## config.mk

```make
export PLATFORM = sky130hd
export DESIGN_NAME = dac_tx
export DESIGN_NICKNAME = d
export VERILOG_FILES = /design/src/rtl/dac_tx.sv
export SDC_FILE = /design/constraint.sdc
export NUM_CORES = 1
export LEC_CHECK = 0
export CAP_MARGIN = 30
export CORE_MARGIN = 2
export CORE_UTILIZATION = 58
export CTS_CLUSTER_DIAMETER = 60
export DETAILED_ROUTE_END_ITERATION = 10
export PLACE_DENSITY = 0.89
export SYNTH_ARGS = -nofsm -noshare
export SYNTH_HDL_FRONTEND = slang
export SYNTH_SLANG_ARGS = --single-unit
```

## constraint.sdc

```tcl
create_clock -name SYS_CLK -period 2.87 [get_ports SYS_CLK]
set_input_delay 0.4305 -clock SYS_CLK [delete_from_list [all_inputs] [get_ports SYS_CLK]]
set_output_delay 0.4305 -clock SYS_CLK [all_outputs]
set_load 0.02 [all_outputs]
```

## src/rtl/dac_tx.sv

```systemverilog
// dac_tx: buffers application samples in a small FIFO and paces them out
// to a parallel SDR DAC at SYS_CLK/CLK_DIV, generating DAC_CLK locally.
module dac_tx #(
   parameter int DATA_WIDTH  = 10,
   parameter int CLK_DIV     = 4,
   parameter int FIFO_DEPTH  = 8,
   parameter int PRIME_LEVEL = 4,
   parameter logic [DATA_WIDTH-1:0] IDLE_CODE =
      {1'b1, {(DATA_WIDTH-1){1'b0}}}
) (
   input  logic                          SYS_CLK,
   input  logic                          RESET,
   input  logic                          ENABLE,
   input  logic [DATA_WIDTH-1:0]         APP_DATA,
   input  logic                          APP_DATA_VALID,
   output logic                          APP_DATA_READY,
   output logic                          DAC_CLK,
   output logic [DATA_WIDTH-1:0]         DAC_D,
   output logic                          STREAMING,
   output logic                          UNDERRUN,
   output logic [$clog2(FIFO_DEPTH):0]   FIFO_LEVEL
);

   localparam int CW = $clog2(CLK_DIV);
   localparam int AW = $clog2(FIFO_DEPTH);
   localparam int LW = AW + 1;

   typedef enum logic [1:0] {
      S_IDLE,
      S_PRIME,
      S_RUN
   } state_t;

   state_t                state_q, state_d;
   logic [CW-1:0]         cnt_q, cnt_d;
   logic                  dac_clk_q, dac_clk_d;
   logic [DATA_WIDTH-1:0] dac_d_q, dac_d_d;
   logic                  underrun_q, underrun_d;
   logic [AW-1:0]         wr_ptr_q, wr_ptr_d;
   logic [AW-1:0]         rd_ptr_q, rd_ptr_d;
   logic [LW-1:0]         level_q, level_d;
   logic [DATA_WIDTH-1:0] mem_q [FIFO_DEPTH];

   logic                  tick;
   logic                  ready;
   logic                  push;
   logic                  pop;
   logic                  flush;
   logic [DATA_WIDTH-1:0] rd_data;

   // Free-running divider; DAC_CLK rises halfway through each sample.
   always_comb begin
      tick      = (cnt_q == CW'(CLK_DIV - 1));
      cnt_d     = tick ? '0 : cnt_q + 1'b1;
      dac_clk_d = (cnt_d >= CW'(CLK_DIV / 2));
   end

   // A push coinciding with ENABLE low is dropped.
   always_comb begin
      ready   = (state_q != S_IDLE) && (level_q != LW'(FIFO_DEPTH));
      push    = APP_DATA_VALID && ready && ENABLE;
      rd_data = mem_q[rd_ptr_q];
   end

   always_comb begin
      state_d    = state_q;
      dac_d_d    = dac_d_q;
      underrun_d = underrun_q;
      pop        = 1'b0;
      flush      = 1'b0;
      unique case (state_q)
         S_IDLE: begin
            dac_d_d = IDLE_CODE;
            flush   = 1'b1;
            if (ENABLE) begin
               state_d    = S_PRIME;
               underrun_d = 1'b0;
            end
         end
         S_PRIME: begin
            if (!ENABLE) begin
               state_d = S_IDLE;
               flush   = 1'b1;
            end else if (tick && (level_q >= LW'(PRIME_LEVEL))) begin
               state_d = S_RUN;
               pop     = 1'b1;
               dac_d_d = rd_data;
            end
         end
         S_RUN: begin
            if (tick) begin
               if (!ENABLE) begin
                  state_d = S_IDLE;
                  flush   = 1'b1;
                  dac_d_d = IDLE_CODE;
               end else if (level_q != '0) begin
                  pop     = 1'b1;
                  dac_d_d = rd_data;
               end else begin
                  underrun_d = 1'b1;
               end
            end
         end
         default: begin
            state_d = S_IDLE;
            flush   = 1'b1;
            dac_d_d = IDLE_CODE;
         end
      endcase
   end

   always_comb begin
      wr_ptr_d = wr_ptr_q;
      rd_ptr_d = rd_ptr_q;
      level_d  = level_q;
      if (flush) begin
         wr_ptr_d = '0;
         rd_ptr_d = '0;
         level_d  = '0;
      end else begin
         if (push) wr_ptr_d = wr_ptr_q + 1'b1;
         if (pop)  rd_ptr_d = rd_ptr_q + 1'b1;
         unique case ({push, pop})
            2'b10:   level_d = level_q + 1'b1;
            2'b01:   level_d = level_q - 1'b1;
            default: level_d = level_q;
         endcase
      end
   end

   always_ff @(posedge SYS_CLK) begin
      if (RESET) begin
         state_q    <= S_IDLE;
         cnt_q      <= '0;
         dac_clk_q  <= 1'b0;
         dac_d_q    <= IDLE_CODE;
         underrun_q <= 1'b0;
         wr_ptr_q   <= '0;
         rd_ptr_q   <= '0;
         level_q    <= '0;
      end else begin
         state_q    <= state_d;
         cnt_q      <= cnt_d;
         dac_clk_q  <= dac_clk_d;
         dac_d_q    <= dac_d_d;
         underrun_q <= underrun_d;
         wr_ptr_q   <= wr_ptr_d;
         rd_ptr_q   <= rd_ptr_d;
         level_q    <= level_d;
      end
   end

   // Storage needs no reset: pointers and level gate every read.
   always_ff @(posedge SYS_CLK) begin
      if (push) mem_q[wr_ptr_q] <= APP_DATA;
   end

   assign APP_DATA_READY = ready;
   assign DAC_CLK        = dac_clk_q;
   assign DAC_D          = dac_d_q;
   assign STREAMING      = (state_q == S_RUN);
   assign UNDERRUN       = underrun_q;
   assign FIFO_LEVEL     = level_q;

endmodule

```

==> results.md <==
* CP max-delay cell: dfxtp_1
* Adder-cell area share of the yosys netlist at 2.57%
* Gr usage total at 20.8%
* Hold Crit Depth at 1
* Layout area overhead at 16.2%
* Async SR Flop Fraction at 0%
* Worst-skew pair later-pin latency at 0.37 ns
* Max stage delay on crit path at 0.33 ns
* Largest net degree at the start of global routing at 21
* Fin crit period at 2.55 ns
* Full die area at 8280 um2
* CP Launch Type: register
* Fin nets at 337
* Synth Register Bits at 108
* Multi-input gate area at 1360 um2
* WL met2 at 4190 um
* RR Endpoint: FIFO_LEVEL[2]
* Met3 Routed Length at 419 um
* GRT overflow at 0
* CP dominant cell by count: ha_1
* Most common cell after layout, fill and taps aside: edfxtp_1
* YS warnings at 0
* Core ar. at 7290 um2
* Final Non-Filler Cells at 418
* Post-synth EDFFs at 80
* Crit path arrival time at 2.86 ns
* Mapped cell area at 4390 um2
* Initial antenna violation count at 0
* Post-CTS Hold Fix Bufs at 0
* Vias in the first global route at 2,444
* Initial Util at 60.2%
* Worst Skew at 0.0112 ns
* Top sig layer: met4
* WS Path Type: register to register
* Wl on met1 at 3420 um
* Final ANT Viol Nets at 0
* Antenna cell count at 0
* Status: finished, final reports clean
* Max_cap viols at 0
* Die H at 91.0 um
* Buf/Inv on CP at 1
* Slew @ Worst Pin at 0.697 ns
* Peak VDD IR at 0.323 mV
* Post-Synth XOR/XNOR Area at 0.998%
* Vias after detailed routing at 2,469
* Post-synthesis compound-gate area fraction at 6.13%
* Drt initial violations at 203
* RSZ-0062 raised after global routing: false
* DR vias/cell at 5.91
* Input/output buffers at 31
* Setup Viol. Count Final at 0
* I/O Pins at 32
* DRC viols at 0
* Post-Route WL at 8180 um
* Fin. Hold Viols at 0
* Delay-heaviest family, CP: adder cells
* Die Width at 91.0 um
* Worst path required time at 3.18 ns
* Worst relative slew slack at 53.5%
* Hold path endpoint: cnt_q[0]
* PwrDens at 534 nW/um2
* Commonest cells after routing, fill and taps aside: 80 x edfxtp_1, 31 x clkdlybuf4s50_1, 28 x dfxtp_1
* Layout filler cell count at 467
* Pre-Repair DR Iteration Count at 4
* Sink Count at 108
* Most common flop cell mapped by yosys: edfxtp_1
* Root Driver: clkbuf_8
* Final TNS setup at 0 ns
* Cells after Synth at 267
* Mux cell area share after synthesis at 13.3%
* First-pass GRT wire length at 12,800 um
* RePlAce Congestion at 0.816
* Synth Area in Simple Gates at 7.50%
* CTS Buf Count at 9
* Mapped Nets at 290
* Crit. End Element: register
* Drt wl/cell at 19.6 um
* Reg2reg setup slack at 0.32 ns
* Final Max Slew Viols at 0
* Syn avg cell area at 16.4 um2
* Worst-path clk slew at 0.10 ns
* Post-CTS setup buffer count at 0
* Proportion of layout cells with a drive suffix above 1 at 19.7%
* HPWL after DPL at 5410 um
* Storage cell area at 2960 um2
* Crit path from: state_q[1]
* Reg2Reg Depth at 12
* H-tree levels at 3
* Longest Clk Path Bufs at 2
* Hold Path Class: register to register
* P_leak at 1.62 nW
* FP Rows at 31
* Synth cell types at 43
* Largest family of logic cells by synthesized area: multiplexers
* Critical R2R Launch: state_q[1]
* Sequential-to-total area share from yosys stat at 67.5%
* Crit Path Max Fanout at 7
* Placed cell count at 402
* Final period utilization at 88.8%
* TritonCTS clock tree: built
* Final Core Density at 70.0%
* Post_cts resized at 0
* Max Fclk at 0.392 GHz
* HP Start: cnt_q[0]
* Crit-path cells: inv_1, ha_1, nand2_1, o22a_1, nor2_1, ha_1, xor2_1, ha_1, a21oi_1, xor2_1, or3_1, a21oi_1
where the power goes:
group	leakage [nW]	switching, mW	internal [mW]
Clock	0.0999	0.537	0.340
Combinational	0.575	0.0873	0.0669
Sequential	0.946	0.00889	1.69
routing by layer:
| layer | vias up | track usage (%) |
|---|---|---|
| met3 | 11 | 3.24 |
| li1 | 1145 | - |
| met4 | 0 | 9.60 |
| met1 | 1238 | 27.4 |
| met5 | - | 0 |
| met2 | 75 | 34.4 |
synth_stat cells, drive strengths merged, types with 5 or more instances:
| library cell | number | area [um2] |
|---|---|---|
| clkbuf | 5 | 18.8 |
| mux4 | 20 | 450 |
| inv | 7 | 26.3 |
| o21ai | 6 | 30.0 |
| buf | 8 | 45.0 |
| edfxtp | 80 | 2400 |
| o2bb2ai | 9 | 78.8 |
| dfxtp | 28 | 561 |
| nor3 | 5 | 36.3 |
| nand2 | 9 | 33.8 |
| mux2i | 12 | 120 |
| ha | 9 | 113 |
| nor2 | 15 | 56.3 |
| a21oi | 11 | 55.1 |
cell type report:
type	instances	share of cell area [%]
sequential	108	58.1
multi-input combinational	139	26.6
timing repair buffer	49	8.73
clock buffer	9	2.43
tap	99	2.43
clock inverter	7	1.28
inverter	7	0.515
cell families after synthesis:
group                      count (synthesis)
buffers and inverters                     20
DFF                                      108
and+or+nand+nor                           54
muxes                                     33
xor gates and xnor gates                   5
AOI/OAI and AO/OA                         38
adders and majority gates                  9
registers in the layout (all words and copies together) (netlist names), named ones only:
register / count
mem_q: 80
DAC_D: 10
FIFO_LEVEL: 4
rd_ptr_q: 3
wr_ptr_q: 3
cnt_q: 2
state_q: 2
UNDERRUN: 1
stage by stage:
step           hold WS [ns]  area [um2]  setup slack (ns)  total power, mW
3_3_place_gp          0.410        4910             0.169             1.88
3_5_place_dp          0.437        4910            0.0792             1.88
5_1_grt               0.477        5100             0.114             2.81
2_1_floorplan         0.402        4390             0.138             1.81
6_report              0.449        5100             0.321             2.73
4_1_cts               0.452        5100             0.339             2.74
how the worst max path moves through the flow:
stage,to,depth (start not counted)
3_3_place_gp,FIFO_LEVEL[2],11
4_1_cts,FIFO_LEVEL[2],12
5_1_grt,FIFO_LEVEL[2],12
2_1_floorplan,mem_q[2][0],5
3_5_place_dp,FIFO_LEVEL[2],11
6_report,FIFO_LEVEL[2],12
No activity file was read; power rests on OpenSTA's default activity.
